`config.mk`:
```
export PLATFORM = sky130hd
export DESIGN_NAME = boot_seq_ctrl
export DESIGN_NICKNAME = d
export VERILOG_FILES = /design/src/rtl/boot_seq_ctrl.sv
export SDC_FILE = /design/constraint.sdc
export NUM_CORES = 1
export LEC_CHECK = 0
export CORE_AREA = 2 2 67 56
export DETAILED_ROUTE_END_ITERATION = 16
export DIE_AREA = 0 0 69 58
export GPL_TIMING_DRIVEN = 0
export PLACE_DENSITY = 0.84
export SETUP_SLACK_MARGIN = 0.4
export SKIP_LAST_GASP = 1
export SLEW_MARGIN = 20
export SYNTH_ARGS = -nofsm -noshare
export SYNTH_HDL_FRONTEND = slang
export SYNTH_SLANG_ARGS = --single-unit
```
`constraint.sdc`:
```
create_clock -name clk -period 2.4 [get_ports clk]
set_input_delay 0.48 -clock clk [delete_from_list [all_inputs] [get_ports clk]]
set_output_delay 0.48 -clock clk [all_outputs]
set_load 0.1 [all_outputs]
```
`src/rtl/boot_seq_ctrl.sv`:
```
// Boot sequencer: settle delay, APB write of the core boot address, start
// condition per boot mode, then supervision of the run until EOC or timeout.
module boot_seq_ctrl #(
  parameter int unsigned DELAY_CYCLES   = 16,
  parameter logic [31:0] BOOT_ADDR_REG  = 32'h1A10_7008,
  parameter logic [31:0] BOOT_ADDR      = 32'h0000_0000,
  parameter int unsigned TIMEOUT_CYCLES = 0,
  parameter int unsigned TIMEOUT_W      = 32
) (
  input  logic        clk,
  input  logic        rst_n,
  input  logic [1:0]  boot_mode_i,
  input  logic        fetch_enable_i,
  input  logic        load_done_i,
  input  logic        eoc_i,
  output logic [31:0] paddr_o,
  output logic [31:0] pwdata_o,
  output logic        pwrite_o,
  output logic        psel_o,
  output logic        penable_o,
  input  logic        pready_i,
  input  logic        pslverr_i,
  output logic        fetch_enable_o,
  output logic        busy_o,
  output logic        done_o,
  output logic        error_o,
  output logic [1:0]  err_code_o,
  output logic [2:0]  state_o
);

  localparam logic [2:0] ST_SETTLE = 3'd0;
  localparam logic [2:0] ST_SETUP  = 3'd1;
  localparam logic [2:0] ST_ACCESS = 3'd2;
  localparam logic [2:0] ST_WAIT   = 3'd3;
  localparam logic [2:0] ST_RUN    = 3'd4;
  localparam logic [2:0] ST_DONE   = 3'd5;
  localparam logic [2:0] ST_ERROR  = 3'd6;

  localparam int unsigned DLY = (DELAY_CYCLES == 0) ? 1 : DELAY_CYCLES;
  localparam int unsigned CW  = (DLY > 1) ? $clog2(DLY) : 1;
  localparam logic [CW-1:0] CNT_LAST = CW'(DLY - 1);
  localparam logic [TIMEOUT_W-1:0] TMO_LAST =
    TIMEOUT_W'((TIMEOUT_CYCLES == 0) ? 0 : TIMEOUT_CYCLES - 1);

  logic [2:0]           state_q, state_d;
  logic [CW-1:0]        cnt_q, cnt_d;
  logic [1:0]           mode_q, mode_d;
  logic [TIMEOUT_W-1:0] tmo_q, tmo_d;
  logic [1:0]           err_q, err_d;
  // {eoc, load_done, fetch_enable} through two flops each
  logic [2:0]           sync1_q, sync2_q;

  logic fe_s, ld_s, eoc_s, apb_act;

  assign fe_s  = sync2_q[0];
  assign ld_s  = sync2_q[1];
  assign eoc_s = sync2_q[2];

  always_ff @(posedge clk or negedge rst_n) begin
    if (!rst_n) begin
      sync1_q <= '0;
      sync2_q <= '0;
      state_q <= ST_SETTLE;
      cnt_q   <= '0;
      mode_q  <= '0;
      tmo_q   <= '0;
      err_q   <= '0;
    end else begin
      sync1_q <= {eoc_i, load_done_i, fetch_enable_i};
      sync2_q <= sync1_q;
      state_q <= state_d;
      cnt_q   <= cnt_d;
      mode_q  <= mode_d;
      tmo_q   <= tmo_d;
      err_q   <= err_d;
    end
  end

  always_comb begin
    state_d = state_q;
    cnt_d   = cnt_q;
    mode_d  = mode_q;
    tmo_d   = tmo_q;
    err_d   = err_q;
    case (state_q)
      ST_SETTLE: begin
        if (cnt_q == CNT_LAST) begin
          mode_d  = boot_mode_i;
          state_d = boot_mode_i[1] ? ST_WAIT : ST_SETUP;
        end else begin
          cnt_d = cnt_q + CW'(1);
        end
      end
      ST_SETUP:  state_d = ST_ACCESS;
      ST_ACCESS: begin
        if (pready_i) begin
          if (pslverr_i) begin
            state_d = ST_ERROR;
            err_d   = 2'b01;
          end else begin
            state_d = ST_WAIT;
          end
        end
      end
      ST_WAIT: begin
        if (mode_q[1] || (mode_q == 2'b00 && fe_s) || (mode_q == 2'b01 && ld_s))
          state_d = ST_RUN;
      end
      ST_RUN: begin
        tmo_d = tmo_q + TIMEOUT_W'(1);
        // EOC has priority over a timeout landing in the same cycle
        if (eoc_s) begin
          state_d = ST_DONE;
        end else if (TIMEOUT_CYCLES != 0 && tmo_q == TMO_LAST) begin
          state_d = ST_ERROR;
          err_d   = 2'b10;
        end
      end
      default: state_d = state_q;
    endcase
  end

  // Outputs decode state only so reset clears them without waiting for a clock
  assign apb_act        = (state_q == ST_SETUP) || (state_q == ST_ACCESS);
  assign psel_o         = apb_act;
  assign penable_o      = (state_q == ST_ACCESS);
  assign pwrite_o       = apb_act;
  assign paddr_o        = apb_act ? BOOT_ADDR_REG : 32'h0;
  assign pwdata_o       = apb_act ? BOOT_ADDR : 32'h0;
  assign fetch_enable_o = (state_q == ST_RUN) || (state_q == ST_DONE);
  assign busy_o         = !((state_q == ST_DONE) || (state_q == ST_ERROR));
  assign done_o         = (state_q == ST_DONE);
  assign error_o        = (state_q == ST_ERROR);
  assign err_code_o     = err_q;
  assign state_o        = state_q;

endmodule
```
# Word-level counts from Yosys, hierarchy flattened
# Index checks and enable logic that the tools add are counted.
word_totals:
  register_bits: 16
  out_inout_bits: 76
  wordCells: 43
op_classes:
  n_addsub: 1
  eq_ne: 12
  muxes: 8
  n_bitwise: 1
  reduce_logical: 15
ops:
  columns: ["op", "count"]
  rows:
  - ["29-bit 2-to-1 mux", 1]
  - ["3-bit 2-to-1 mux", 5]
  - ["3-bit case mux with 5 select lines", 1]
  - ["3-bit equality test (second input constant)", 3]
  - ["3-bit by 2-bit equality test with 1-bit output (second input constant)", 2]
  - ["2-bit != test (second input constant)", 3]
  - ["1-bit logical OR", 5]
  - ["5-bit AND reduction", 1]
  - ["5-bit nonzero test", 1]
  - ["4-bit by 1-bit adder with 4-bit output (second input constant)", 1]
  - ["4-bit equality test (second input constant)", 1]
  - ["2-bit AND reduction", 2]
  - ["3-bit by 1-bit equality test with 1-bit output (second input constant)", 1]
  - ["3-bit logical NOT", 1]
  - ["3-bit AND reduction", 1]
  - ["2-bit by 1-bit equality test with 1-bit output (second input constant)", 1]
  - ["1-bit logical AND", 2]
  - ["2-bit logical NOT", 1]
  - ["2-bit 2-to-1 mux", 1]
  - ["2-bit by 1-bit != test with 1-bit output (second input constant)", 1]
  - ["1-bit logical NOT", 1]
  - ["1-bit inverter", 1]

# Longest topological paths before layout
depth:
  word_depth: 6
  depth_mapped: 5
  depth_no_buf: 5

# Least setup slack after synthesis
# OpenSTA, ideal clock, no wires.
synth_path:
  path_type: "register to output"
  start: "register state_q[2], in the netlist state_o[2]"
  end: "output port done_o"
  t_arrival_ns: 3.368
  t_required_ns: 1.920
  slack_ns: -1.448
  path_stages_with_launch: 4
  cell_sequence: "dfrtp_1 > buf_2 > inv_1 > nor3_1"
synth_between:
  elab_chain_cells: 1
synth_rtl:
  columns: ["element", "line_no", "rtl"]
  rows:
  - ["start: declaration", "45", "logic [2:0] state_q, state_d;"]
  - ["start signal: assignment", "71", "state_q <= state_d;"]
  - ["3-bit equality test", "132", "assign done_o = (state_q == ST_DONE);"]
  - ["end: declaration", "25", "output logic done_o,"]
# No other way between the ends.

# Final worst setup path
layout_path:
  start: "register state_q[0], in the netlist state_o[0]"
  end: "output port paddr_o[27]"
layout_between:
  elab_chain_cells: 3
layout_rtl:
  columns: ["element", "line_no", "rtl"]
  rows:
  - ["3-bit by 1-bit equality test with 1-bit output or 3-bit by 2-bit equality test with 1-bit output (tied branches)", "124", "assign apb_act = (state_q == ST_SETUP) || (state_q == ST_ACCESS);"]
  - ["1-bit logical OR *", "124", null]
  - ["29-bit 2-to-1 mux *", "128", "assign paddr_o = apb_act ? BOOT_ADDR_REG : 32'h0;"]
  - ["end: declaration", "16", "output logic [31:0] paddr_o,"]
# Every way passes the cells marked *; elsewhere a longest branch is shown, timed or not.

==> flow_metrics.tcl <==
set metrics [dict create \
    status "finished clean" \
    syn_inst 130 \
    fin_crit_ps 2070 \
    fin_area_mm2 0.00210 \
    n_antenna_cell 0 \
    cts_inserted_buffers 3 \
    core_mm2 0.00333 \
    via_per_inst 3.45 \
    nFillCells 263 \
    crit_chain "buf_8 -> xnor2_4 -> nor2_4 -> buf_6 -> buf_16 -> buf_6 -> buf_12" \
    yosysUniqueCellTypes 30 \
    cts_tree "yes" \
    die_h_um 58 \
    ys_seq_area_frac 0.329 \
    crit_family "buffers and inverters" \
    syn-mean-instance-area_um2 9.37 \
    fp.dieW_um 69 \
    power_frac_comb 0.484 \
    antenna_found_initial 0 \
    drt_pre_antenna_iters 4 \
    cp-end-kind "primary output" \
    cp_max_fo 5 \
    clock-sinks 16 \
    worstPathRequired_ps 1920 \
    postCtsHoldBufs 0 \
    synthArstFlopShare 1.00 \
    clock_skew_ps 7.42 \
    dpl_cell_area_mm2 0.00186 \
    routed_wl_um 2100 \
    fin_nets 235 \
    drv_slew 0 \
    yosysWarnings 0 \
    drtAntennaViolNets 0 \
    power.density_mw_per_mm2 473 \
    ys_ff_latch 16 \
    cellInternalPower_mw 0.496 \
    crit_buf_inv 5 \
    drcViolationCount 0 \
    layout_common_cells "buf_4, conb_1, dfrtp_1" \
    rsz0062_at_grt "true" \
    vias 917 \
    cts_buffer_depth 2 \
    clk_latency_ps 250 \
    power_switching_mw 0.499 \
    crit_arrival_ps 1590 \
    max-cap-violations 0 \
    routedWlPerCell_um 7.91 \
    dpl.hpwl_um 1660 \
    setup_viol 0 \
    dieArea_mm2 0.00400 \
    slowest_delay_ps 480 \
    grt_pass1_wl_um 3480 \
    io_buffers 27 \
    tightest_slew_ps 969 \
    path_clk_slew_ps 70 \
    std_cell_rows 19 \
    layout_commonest_cell "buf_4" \
    initial_core_util 0.366 \
    timing.max_slew.rel_slack 0.357 \
    ys.flop_type "dfrtp_1" \
    ir_worst_vdd_mv 0.356 \
    synth_edf_count 0 \
    setup_tns_ps 0 \
    htree_levels 1 \
    drive_above_1_share 0.500 \
    hold_class "flip-flop to flip-flop" \
    grt_pass1_vias 778 \
    root_buffer "clkbuf_8" \
    hold_violations 0 \
    synthToLayoutAreaGrowth_pct 72.7 \
    synth_area_mm2 0.00122 \
    overflow 0 \
    initialDrtViolationCount 14 \
    cp_slowest_cell "dfrtp_4" \
    grt_max_degree 17 \
    p_leak_nw 1.17 \
    critPathLaunchType "flip-flop" \
    seq_power_share 0.278 \
    cpMostUsedCell "buf_6" \
    max_freq_mhz 484 \
    io-pin-count 85 \
    clkPwrFrac 0.238 \
    grt_usage 0.110 \
    gp_congestion 0.879 \
    path_class "flip-flop to primary output" \
    min_period_over_period 0.861 \
    p_sw_frac 0.502 \
]
-- final cells by class --
cell class	instances	area (um^2)	share of cell area
plain buffers	69	566	0.269
clock buffers	4	55.1	0.0262
repair buffers	34	458	0.218
multi-input cells	99	554	0.263
well taps	42	52.6	0.0250
inverters	2	7.51	0.00357
flip-flops and latches	16	412	0.196
-- worst register-to-register path, cell delays in order (launching register included) --
cell and delay [ps]:
dfrtp_4 480, buf_8 140, buf_4 140, buf_4 130
nor3_4 210, nand2_2 110, nor2_4 130, mux2_1 330
-- synth_stat cells, drive strengths merged (2+ instances only) --
cell type	instances	share of area
mux2i	2	0.016
inv	2	0.0062
nand3	2	0.0082
buf	69	0.42
nand2	4	0.016
mux2	3	0.031
o21ai	2	0.0082
xnor2	2	0.014
nor2	10	0.039
a21oi	5	0.021
nor3	2	0.017
dfrtp	16	0.33
-- logic make-up after synthesis --
| kind of cell | Yosys count | share of synthesized area |
|---|---|---|
| and+or+nand+nor | 23 | 0.109 |
| buffers and inverters | 71 | 0.430 |
| other | 1 | 0.00308 |
| DFF | 16 | 0.329 |
| muxes | 5 | 0.0472 |
| adders and majority gates | 1 | 0.0103 |
| AOI/OAI and AO/OA | 10 | 0.0503 |
| xor gates and xnor gates | 3 | 0.0216 |
-- metrics by stage --
stage | util | instances | setup WS, ps | total power, mW | hold slack, ps
2_1_floorplan | - | 186 | -46.1 | 0.739 | 184
3_3_place_gp | 0.559 | 255 | -415 | 0.759 | 332
3_5_place_dp | 0.559 | 255 | -428 | 0.760 | 336
4_1_cts | 0.626 | 266 | 226 | 1.00 | 349
5_1_grt | 0.632 | 266 | 265 | 1.03 | 370
6_report | 0.632 | 266 | 333 | 0.995 | 346
-- metal layers --
layer	vias up	part of all wire	track usage
li1	481	-	-
met1	385	0.37	0.127
met2	45	0.53	0.192
met3	6	0.084	0.0383
met4	0	0.019	0.0420
met5	-	0	0
-- worst paths after layout --
check | from | endpoint | slack, ps | cells past startpoint
setup reg to reg | state_o[0] | mode_q[1] | 610 | 7
max in group asynchronous | rst_n | state_o[1] | 1220 | 1
min in group asynchronous | rst_n | cnt_q[1] | 650 | 1
hold reg to reg | sync1_q[0] | sync2_q[0] | 350 | 0
setup / recovery | state_o[0] | paddr_o[27] | 330 | 7
hold / removal | sync1_q[0] | sync2_q[0] | 350 | 0
-- registers in the layout, summed over array words and instances, names as in the netlist --
register,count
cnt_q,4
err_code_o,1
mode_q,2
state_o,3
sync1_q,3
sync2_q,3
-- power by group through the flow --
| stage | combinational (mW) | clock, mW | sequential, mW |
|---|---|---|---|
| final | 0.482 | 0.237 | 0.276 |
| after global placement | 0.478 | 0 | 0.281 |
| after detailed placement | 0.478 | 0 | 0.281 |
| after global routing | 0.494 | 0.260 | 0.276 |
| after floorplan | 0.458 | 0 | 0.281 |
| after CTS | 0.478 | 0.245 | 0.276 |
-- timing repair --
| item | 4_1_cts | 5_1_grt |
|---|---|---|
| pin swaps | 2 | 1 |
| cloned | 1 | 0 |
| buffers inserted | 6 | 0 |
| resized for setup | 127 | 6 |
| endpoints found under the setup margin | 19 | 16 |
No activity file was read; power rests on OpenSTA's default activity.
